### config.mk
export PLATFORM = sky130hd
export DESIGN_NAME = accel_stream_master
export DESIGN_NICKNAME = d
export VERILOG_FILES = /design/src/rtl/accel_stream_master.sv
export SDC_FILE = /design/constraint.sdc
export NUM_CORES = 1
export LEC_CHECK = 0
export CAP_MARGIN = 20
export CORE_MARGIN = 2
export CORE_UTILIZATION = 50
export CTS_BUF_LIST = sky130_fd_sc_hd__clkbuf_4
export CTS_CLUSTER_SIZE = 40
export DETAILED_ROUTE_END_ITERATION = 7
export GPL_ROUTABILITY_DRIVEN = 1
export GPL_TIMING_DRIVEN = 0
export MAX_ROUTING_LAYER = met4
export PLACE_DENSITY_LB_ADDON = 0.2
export SLEW_MARGIN = 20
export SYNTH_ARGS = -nofsm -noshare
export SYNTH_HDL_FRONTEND = slang
export SYNTH_SLANG_ARGS = --single-unit
### constraint.sdc
create_clock -name clk -period 5.6 [get_ports clk]
set_input_delay 0.84 -clock clk [delete_from_list [all_inputs] [get_ports clk]]
set_output_delay 0.84 -clock clk [all_outputs]
set_load 0.01 [all_outputs]
### src/rtl/accel_stream_master.sv
// Streams ifmap/filter buffers to a convolution accelerator and collects its serial results.
// Optional watchdog on the result phase is enabled by defining ACCEL_STREAM_TIMEOUT_EN.
module accel_stream_master #(
  parameter int IFMAP   = 5,
  parameter int FILTER  = 3,
  parameter int OUT     = IFMAP - FILTER + 1,
  parameter int TIMEOUT = 1023
) (
  input  logic       clk,
  input  logic       rst,
  input  logic       start,
  input  logic       wr_en,
  input  logic       wr_sel,
  input  logic [7:0] wr_addr,
  input  logic [7:0] wr_data,
  input  logic [7:0] rd_addr,
  output logic [7:0] rd_data,
  output logic       acc_en,
  output logic [7:0] acc_ifmap,
  output logic [7:0] acc_filter,
  input  logic [7:0] acc_out,
  input  logic       acc_out_valid,
  input  logic       acc_done,
  output logic       busy,
  output logic       done,
  output logic       error
);
  localparam int NI = IFMAP * IFMAP;
  localparam int NF = FILTER * FILTER;
  localparam int NO = OUT * OUT;
  localparam int AI = (NI > 1) ? $clog2(NI) : 1;
  localparam int AF = (NF > 1) ? $clog2(NF) : 1;
  localparam int AO = (NO > 1) ? $clog2(NO) : 1;

  typedef enum logic [2:0] {S_IDLE, S_LAUNCH, S_LOAD, S_WAIT, S_RECV, S_FINISH} state_t;

  state_t     r_state;
  logic [8:0] r_lcnt;
  logic [8:0] r_rcnt;
  logic [7:0] r_ifmap  [NI];
  logic [7:0] r_filter [NF];
  logic [7:0] r_result [NO];
  logic       w_res_we;

`ifdef ACCEL_STREAM_TIMEOUT_EN
  localparam int WDW = $clog2(TIMEOUT + 1);
  logic [WDW-1:0] r_wdog;
`else
  // TIMEOUT only matters when the watchdog is built in.
  if (TIMEOUT < 1) begin : g_timeout_unused
  end
`endif

  // Host writes only land while the engine is idle; buffers are never reset.
  always_ff @(posedge clk) begin
    if (wr_en && !busy) begin
      if (!wr_sel && int'(wr_addr) < NI) r_ifmap[wr_addr[AI-1:0]] <= wr_data;
      if (wr_sel && int'(wr_addr) < NF)  r_filter[wr_addr[AF-1:0]] <= wr_data;
    end
  end

  assign w_res_we = (r_state == S_WAIT || r_state == S_RECV) && acc_out_valid &&
                    (r_rcnt < 9'(NO));

  always_ff @(posedge clk) begin
    if (w_res_we) r_result[r_rcnt[AO-1:0]] <= acc_out;
  end

  always_ff @(posedge clk) begin
    if (rst)                    rd_data <= 8'd0;
    else if (int'(rd_addr) < NO) rd_data <= r_result[rd_addr[AO-1:0]];
    else                        rd_data <= 8'd0;
  end

  always_ff @(posedge clk) begin
    if (rst) begin
      r_state    <= S_IDLE;
      r_lcnt     <= 9'd0;
      r_rcnt     <= 9'd0;
      acc_en     <= 1'b0;
      acc_ifmap  <= 8'd0;
      acc_filter <= 8'd0;
      busy       <= 1'b0;
      done       <= 1'b0;
      error      <= 1'b0;
`ifdef ACCEL_STREAM_TIMEOUT_EN
      r_wdog     <= '0;
`endif
    end else begin
      acc_en <= 1'b0;
      done   <= 1'b0;
      case (r_state)
        S_IDLE: begin
          if (start) begin
            r_state <= S_LAUNCH;
            acc_en  <= 1'b1;
            busy    <= 1'b1;
            error   <= 1'b0;
            r_lcnt  <= 9'd0;
            r_rcnt  <= 9'd0;
`ifdef ACCEL_STREAM_TIMEOUT_EN
            r_wdog  <= '0;
`endif
          end
        end
        // Outputs are registered, so the byte for load cycle k is fetched one state earlier.
        S_LAUNCH, S_LOAD: begin
          if (r_lcnt == 9'(NI)) begin
            acc_ifmap  <= 8'd0;
            acc_filter <= 8'd0;
            r_state    <= S_WAIT;
          end else begin
            acc_ifmap  <= r_ifmap[r_lcnt[AI-1:0]];
            acc_filter <= (r_lcnt < 9'(NF)) ? r_filter[r_lcnt[AF-1:0]] : 8'd0;
            r_lcnt     <= r_lcnt + 9'd1;
            r_state    <= S_LOAD;
          end
        end
        S_WAIT, S_RECV: begin
`ifdef ACCEL_STREAM_TIMEOUT_EN
          r_wdog <= acc_out_valid ? '0 : r_wdog + WDW'(1);
`endif
          if (w_res_we) begin
            r_rcnt  <= r_rcnt + 9'd1;
            r_state <= S_RECV;
          end
          // A final byte arriving with acc_done still counts as success.
          if (w_res_we && r_rcnt == 9'(NO - 1)) begin
            done    <= 1'b1;
            r_state <= S_FINISH;
          end else if (acc_done) begin
            error   <= 1'b1;
            r_state <= S_FINISH;
          end
`ifdef ACCEL_STREAM_TIMEOUT_EN
          else if (!acc_out_valid && r_wdog == WDW'(TIMEOUT - 1)) begin
            error   <= 1'b1;
            r_state <= S_FINISH;
          end
`endif
        end
        S_FINISH: begin
          busy    <= 1'b0;
          r_state <= S_IDLE;
        end
        default: r_state <= S_IDLE;
      endcase
    end
  end
endmodule

# ---- Word-level counts from Yosys, hierarchy flattened
# Memories as Yosys holds them, arrays and structs flattened. A register that Yosys moved wholly into a read port is not among the register bits.
# Cells that the tools add are included.
dict set report classes {
  n_addsub 2
  magnitude_cmp 5
  eq_ne 13
  muxes 34
  bitwise 3
  n_reduce_logical 23
}
# op count
set op_table {}
lappend op_table {{9-bit one-hot mux with 2 select lines} 2}
lappend op_table {{9-bit 2-to-1 mux} 3}
lappend op_table {{8-bit 2-to-1 mux} 3}
lappend op_table {{9-bit by 1-bit adder with 9-bit output, second input constant} 2}
lappend op_table {{9-bit by 4-bit less-than comparator with 1-bit output, second input constant} 2}
lappend op_table {{8-bit by 4-bit less-than comparator with 1-bit output, second input constant} 2}
lappend op_table {{1-bit 2-to-1 mux} 15}
lappend op_table {{3-bit 2-to-1 mux} 4}
lappend op_table {{5-bit 2-to-1 mux} 2}
lappend op_table {{2-bit != test, second input constant} 5}
lappend op_table {{2-bit OR reduction} 5}
lappend op_table {{9-bit by 4-bit == test with 1-bit output, second input constant} 1}
lappend op_table {{9-bit by 5-bit == test with 1-bit output, second input constant} 1}
lappend op_table {{3-bit one-hot mux with 3 select lines} 1}
lappend op_table {{8-bit by 5-bit less-than comparator with 1-bit output, second input constant} 1}
lappend op_table {{4-bit 2-to-1 mux} 2}
lappend op_table {{3-bit by 2-bit == test with 1-bit output, second input constant} 2}
lappend op_table {{3-bit == test, second input constant} 2}
lappend op_table {{1-bit logical AND} 6}
lappend op_table {{3-bit AND reduction} 2}
lappend op_table {{2-bit nonzero test} 3}
lappend op_table {{4-bit != test, second input constant} 1}
lappend op_table {{1-bit one-hot mux with 2 select lines} 2}
lappend op_table {{2-bit AND reduction} 2}
lappend op_table {{other kinds (6)} 9}
dict set report word_totals {
  ff_bits 41
  ram_bits 344
  output_inout_bits 28
  wordCells 92
  mem_count 3
}
# name words width read_ports rd_ports_with_merged_regs wr line_no
set memory_table {}
lappend memory_table {r_ifmap 25 8 1 1 1 40} ;# logic [7:0] r_ifmap [NI];
lappend memory_table {r_filter 9 8 1 1 1 41} ;# logic [7:0] r_filter [NF];
lappend memory_table {r_result 9 8 1 1 1 42} ;# logic [7:0] r_result [NO];

# ---- Logic depth before layout (Yosys ltp)
# Gate-level depths: netlist of the first run.
dict set report logic_depth {
  word_depth 8
  mapped_depth 8
  ltp_nobuf 7
}

# ---- Worst setup path before layout of the first run
# OpenSTA, ideal clock, no wires.
dict set report synth_timing {
  path_type {input to register}
  from {input wr_addr[6]}
  to {memory r_ifmap[12][0], enable pin}
  setup_ns 0.383
  t_arrival_ns 1.997
  setup_slack_ns 3.219
  path_stages 5
  n_path_buf 0
  path_cell_list {nor2_1 -> nand3_1 -> nor3_1 -> nand3_1 -> nor3_1}
}
dict set report synth_between {
  elab_chain_cells 5
}
# item line_no
set synth_rtl {}
lappend synth_rtl {{start, declared} 14} ;# input logic [7:0] wr_addr,
lappend synth_rtl {{8-bit by 5-bit less-than comparator with 1-bit output} 57} ;# if (!wr_sel && int'(wr_addr) < NI) r_ifmap[wr_addr[AI-1:0]] <= wr_data;
lappend synth_rtl {{1-bit logical AND} 57}
lappend synth_rtl {{1-bit 2-to-1 mux} 57}
lappend synth_rtl {{1-bit 2-to-1 mux} 56} ;# if (wr_en && !busy) begin
lappend synth_rtl {{1-bit 2-to-1 mux (implied by the code)} 57}
lappend synth_rtl {{end, declared} 40}
# No other way between the ends.

# ---- Worst setup path after layout of the first run
dict set report layout_timing {
  from {input wr_addr[7]}
  to {memory r_ifmap[7][6], enable pin}
}
# The elaborated chain is that of the path after synthesis.

==> results.md, run 1 <==
* Grt ovf at 0
* PortBufs at 60
* Primary FF master, synth: edfxtp_1
* Area Growth Syn to Fin at 14.87%
* Final worst-path cycle share at 49.82%
* Fill count at 2408
* TritonCTS Buffers at 100
* FP Rows at 65
* Routed wire per std cell at 21.52 um
* Status: finished, final reports clean
* CP Max Fanout at 9
* Critical path required time at 5.91 ns
* Slew @ Worst Pin at 0.9532 ns
* Die area at 32970 um^2
* Initial antenna violation count at 1
* GRT Util Overall at 21.12%
* Fraction of the yosys area taken by sequential cells at 72.38%
* Detailed Route WL at 32740 um
* Fmax at 0.3585 GHz
* Die X-Extent at 181.6 um
* Seq cells post-synth at 398
* Final HPWL DP at 21220 um
* Worst min path class: reg2reg
* Ratio of routed vias to standard cells at 5.496
* WS Path Type: in2reg
* Hold_buf cts at 0
* Syn Inst Count at 879
* Largest net degree at the start of global routing at 35
* Area occupied by multi-input gates at 4019 um^2
* PD cells at 362.4 nW/um^2
* CTS Buffer Depth at 3
* Most used cell, CP: nor2_1
* Distinct cells, synth at 66
* Max-cap violation count at 0
* Detailed Routing Iterations Pass 1 at 5
* Mean post-synth cell area at 17.94 um^2
* H-tree depth at 3
* DRT iter0 DRCs at 747
* Most frequent cells in the layout: 344 x edfxtp_1, 151 x clkbuf_4, 85 x nor2_1
* Sequential cell area at 11410 um^2
* Slowest-stage cell, CP: nor2_1
* Starting Density at 50.35%
* Number of global-route vias before repair at 8728
* Post-synth net total at 924
* Slew headroom at 36.22%
* Worst hold slack at 0.4552 ns
* Setup TNS at 0 ns
* Gpl congestion at 0.8052
* Clock Sinks at 398
* Endpoints failing setup at 0
* Most common cell after layout, fill and taps aside: edfxtp_1
* Layout cell share with drive strength beyond 1 at 23.52%
* Skew final at 0.05692 ns
* Post-route minimum period at 2.790 ns
* Final nets at 1086
* First-pass GRT wire length at 50470 um
* Non-filler cells, final at 1521
* CTS tree: built
* Worst setup SP type: input port
* Max VDD drop at 221.9 uV
* Asr flop ratio synth at 0%
* Die Ht at 181.6 um
* Crit path DAT at 3.10 ns
* Core Footprint at 31310 um^2
* CTS root buf: clkbuf_4
* Placed cells at 1341
* EDFF count, synth at 344
* Routed via count at 8359
* Ports at 67
* Fin. max-slew vios at 0
* Leak Pwr at 5.906 nW
* RSZ-0062 raised after global routing: no
* Post-CTS Setup Inserts at 0
* Slowest cell delay on critical path at 0.76 ns
* Crit path capture type: register
* Final hold violation count at 0
* Yosys warns at 0
* DR DRC count at 0
* Clock-pin slew on the worst setup and hold paths at 0.06 ns
* Clock latency on the worst-skew pair at 0.74 ns
* Post-cts resize count at 0
* Cell Area, Synth at 15770 um^2
* Final ANT Viol Nets at 0
* CP cell instances: clkdlybuf4s50_1, nor2_1, nand3_1, or3_1, clkbuf_1, nor2_1
## worst max-delay path, delay by kind of cell
kind / cells / cell delay (ns)
AND/OR/NAND/NOR: 4 / 1.65
buffers and inverters: 2 / 0.61
## cell type report
cell class	instances	share of cell area (%)
Antenna cell	1	0.01382
Buffer	39	1.679
Clock buffer	151	6.259
Clock inverter	28	0.7737
Inverter	10	0.2073
Multi-Input combinational cell	432	22.19
Sequential cell	398	63.01
Tap cell	402	2.777
Timing Repair Buffer	60	3.095
## state kept, by name (all words and copies together), names as in the netlist, named ones only
register and count:
acc_filter 8, r_rcnt 9, done 1, r_lcnt 9, r_ifmap 200, acc_en 1, acc_ifmap 8, r_result 72
r_state 3, busy 1, rd_data 8, error 1, r_filter 72
## logic make-up (layout without fill, tap and decap cells)
kind of cell	Yosys count	in the layout	share of synthesized area, %
xor+xnor	9	9	0.5476
simple gates	203	203	6.635
mux	122	122	13.53
buf+inv	49	288	2.167
fa+ha+maj	7	7	0.5396
other cells	0	1	0
compound gates	91	91	4.206
flops	398	398	72.38
## metrics by stage
step	power (mW)	area, um^2	utilization [%]	setup slack, ns
after floorplan	3.935	15770	-	3.219
after global placement	4.239	16870	53.88	1.934
after detailed placement	4.242	16840	53.80	2.098
after CTS	6.637	18120	57.87	2.851
after global routing	6.864	18110	57.84	2.649
final	6.563	18110	57.84	2.810
## path summary, 6_finish.rpt
check                                    from             to  slack [ns]  cells past startpoint
worst max-delay path               wr_addr[7]  r_ifmap[7][6]        2.81                      6
worst min-delay path            acc_filter[2]  acc_filter[2]        0.46                      2
worst max register to register           busy  r_ifmap[7][6]        2.98                      5
worst min register to register  acc_filter[2]  acc_filter[2]        0.46                      2
## Yosys cell counts (all sizes together) (5+ instances only)
cell	number	area share (%)
a221oi	12	0.67
ha	6	0.48
xor2	5	0.28
edfxtp	344	66
o21ai	18	0.57
clkbuf	12	0.29
buf	27	1.6
a22oi	6	0.29
o2bb2ai	6	0.33
inv	9	0.21
nand3	12	0.38
mux4	69	10
nand2	50	1.2
nor2b	7	0.28
and2	13	0.52
mux2i	53	3.4
nor3	6	0.19
o221a	6	0.43
nand2b	5	0.20
nor2	87	2.2
a21oi	23	0.73
dfxtp	54	6.9
## per-layer routing
layer / track usage, % / vias to the layer above / part of all wire (%)
met5: - / - / 0
met4: 8.130 / 0 / 2.3
met3: 5.014 / 54 / 5.8
met2: 32.92 / 297 / 48
met1: 27.19 / 4121 / 44
li1: - / 3887 / -
## report_power, final
part           leakage [nW]  switching (mW)  internal (mW)
clock                 0.757            1.15           1.24
combinational          1.62           0.446          0.412
sequential             3.53          0.0445           3.27
Note: power is estimated with default switching activity, not from simulation.
==> inputs of run 2 (changes only) <==
==> constraint.sdc (replaced) <==
create_clock -name clk -period 2.52 [get_ports clk]
set_input_delay 0.378 -clock clk [delete_from_list [all_inputs] [get_ports clk]]
set_output_delay 0.378 -clock clk [all_outputs]
set_load 0.01 [all_outputs]
==> run 2 against run 1 <==
The run now ends with setup timing left. Clock power is 120% higher. Register-to-register slack worse by 3.1 ns. Sequential power is 120% higher. Utilization is 0.21 points higher. Via count hardly changed. Clock-buffer cell count stayed put. Non-clock buffer count stayed put. Critical path type is now reg2reg.
==> results.md, run 2 (synthesis results as in run 1) <==
* Final worst-path cycle share at 103.1%
* Setup crit start: busy
* Status: complete, but fails checks
* Critical R2R Capture: r_ifmap[0][7]
* H-tree depth at 3 (unchanged)
* Placed cells at 1341 (unchanged)
* Crit path capture type: register
* Endpoints failing setup at 24 (+24)
* Slew headroom at 36.28% (+0.066 points)
* Layout cell share with drive strength beyond 1 at 25.67% (+2.1 points)
* GRT Util Overall at 21.12% (unchanged)
* DRT iter0 DRCs at 766 (+2.5%)
* CP Max Fanout at 9 (unchanged)
* DR DRC count at 0 (unchanged)
* Post-route minimum period at 2.598 ns
* Gpl congestion at 0.8052 (unchanged)
* Routed via count at 8363 (+0.048%)
* Starting Density at 50.35% (unchanged)
* Detailed Routing Iterations Pass 1 at 5 (unchanged)
* Clock-pin slew on the worst setup and hold paths at 0.08 ns (+0.02 ns)
* Grt ovf at 0 (unchanged)
* Skew final at 0.05797 ns (+0.001051 ns)
* WS Path Type: reg2reg
* CTS Buffer Depth at 3 (unchanged)
* Fill count at 2396 (-0.50%)
* Area Growth Syn to Fin at 15.29%
* Max VDD drop at 491.2 uV (+120%)
* Most common cell after layout, fill and taps aside: edfxtp_1
* PD cells at 802.4 nW/um^2 (+120%)
* Hold_sp: rd_addr[3]
* Non-filler cells, final at 1521 (unchanged)
* Critical path required time at 2.88 ns (-3.03 ns)
* Die Ht at 181.6 um (unchanged)
* Hold_buf cts at 0 (unchanged)
* Leak Pwr at 5.906 nW (about the same)
* Fin worst setup slack at -0.07819 ns (-2.888 ns)
* Die X-Extent at 181.6 um (unchanged)
* First-pass GRT wire length at 50470 um (unchanged)
* Ratio of routed vias to standard cells at 5.498 (about the same)
* Reg2reg setup slack at -0.08 ns (-3.06 ns)
* Setup TNS at -1.182 ns (-1.182 ns)
* Worst hold slack at 0.1249 ns (-0.3303 ns)
* Worst reg2reg startpoint: busy
* Die area at 32970 um^2 (unchanged)
* TritonCTS Buffers at 100 (unchanged)
* Final ANT Viol Nets at 0 (unchanged)
* Final hold violation count at 0 (unchanged)
* Pre-CTS setup slack at -0.5197 ns (-2.618 ns)
* CTS tree: built
* Worst setup SP type: register
* Clock Sinks at 398 (unchanged)
* Hold path cells at 4 (+2)
* Final nets at 1086 (unchanged)
* Worst min path class: in2reg
* Largest net degree at the start of global routing at 35 (unchanged)
* RSZ-0062 raised after global routing: yes
* Max-cap violation count at 0 (unchanged)
* Slew @ Worst Pin at 0.9522 ns (-0.0009859 ns)
* Largest register FFs at 200 (unchanged)
* Failing checks: setup timing
* Initial antenna violation count at 1 (unchanged)
* Core Footprint at 31310 um^2 (unchanged)
* FP Rows at 65 (unchanged)
* PortBufs at 60 (unchanged)
* Most frequent cells in the layout: 344 x edfxtp_1, 151 x clkbuf_4, 61 x nor2_1
* Routed wire per std cell at 21.55 um (+0.13%)
* Hold Path End: rd_data[4]
* Detailed Route WL at 32780 um (+0.13%)
* Clock latency on the worst-skew pair at 0.75 ns (about the same)
* Fmax at 0.3849 GHz
* Number of global-route vias before repair at 8728 (unchanged)
* Crit path DAT at 2.95 ns (-0.15 ns)
* CTS root buf: clkbuf_4
* R2R depth at 5 (unchanged)
* Fin. max-slew vios at 0 (unchanged)
* Ports at 67 (unchanged)
* Final HPWL DP at 21220 um (unchanged)
## run 2: cell types whose count changed in the layout (fill, tap and decap cells not counted)
cell	previous run	this run
nor2_1	85	61
nor2_2	0	24
nor3_2	1	0
nor3_4	0	1
## run 2: through the flow
step	util, %	total power [mW]	area [um^2]
2_1_floorplan	-	8.745	15770
3_3_place_gp	53.88	9.421	16870
3_5_place_dp	53.80	9.427	16840
4_1_cts	57.87	14.75	18120
5_1_grt	58.05	15.26	18180
6_report	58.05	14.58	18180
## run 2: cell type report
class                           count  area [um^2]  area share, %
Clock inverter                     28        140.1         0.7709
Sequential cell                   398        11410          62.78
Buffer                             39        304.0          1.673
Timing Repair Buffer               60        560.5          3.084
Tap cell                          402        503.0          2.767
Inverter                           10        37.54         0.2065
Clock buffer                      151         1134          6.236
Multi-Input combinational cell    432         4085          22.47
Antenna cell                        1        2.502        0.01377
## run 2: worst max path at each step
stage                           endpoint  slack, ns  cells after the start
after floorplan           r_ifmap[12][0]       0.60                      5
after global placement    r_ifmap[12][2]      -0.68                      6
after global routing       r_ifmap[3][7]      -0.27                      5
after CTS                  r_ifmap[4][5]      -0.12                      5
after detailed placement   r_ifmap[6][6]      -0.52                      6
final                      r_ifmap[0][7]      -0.08                      5
## run 2: worst max-delay path, stage by stage (launching register included)
cell      delay, ns
dfxtp_1        0.34
nor2_1         0.13
nand3_1        0.36
or3_1          0.43
clkbuf_1       0.24
nor2_1         0.73
## run 2: power breakdown
group | leakage [nW] | switching, mW | internal, mW
combinational | 1.62 | 0.992 | 0.916
sequential | 3.53 | 0.0992 | 7.26
clock | 0.757 | 2.57 | 2.75
total | 5.91 | 3.66 | 10.9
## run 2: routing by layer
layer	track usage, %	routed length, um	share of wire (%)	vias to the layer above
met5	-	0	0	-
met4	8.130	816	2.5	0
met1	27.19	14130	43	4102
met2	32.92	15690	48	310
met3	5.014	2151	6.6	60
li1	-	-	-	3891
## run 2: repair_timing
item / CTS / global route
setup buffers: 0 / 0
setup endpoints to repair: 31 / 181
resized for setup: 0 / 25
hold endpoints to repair: 0 / 0
gates cloned: 0 / 0
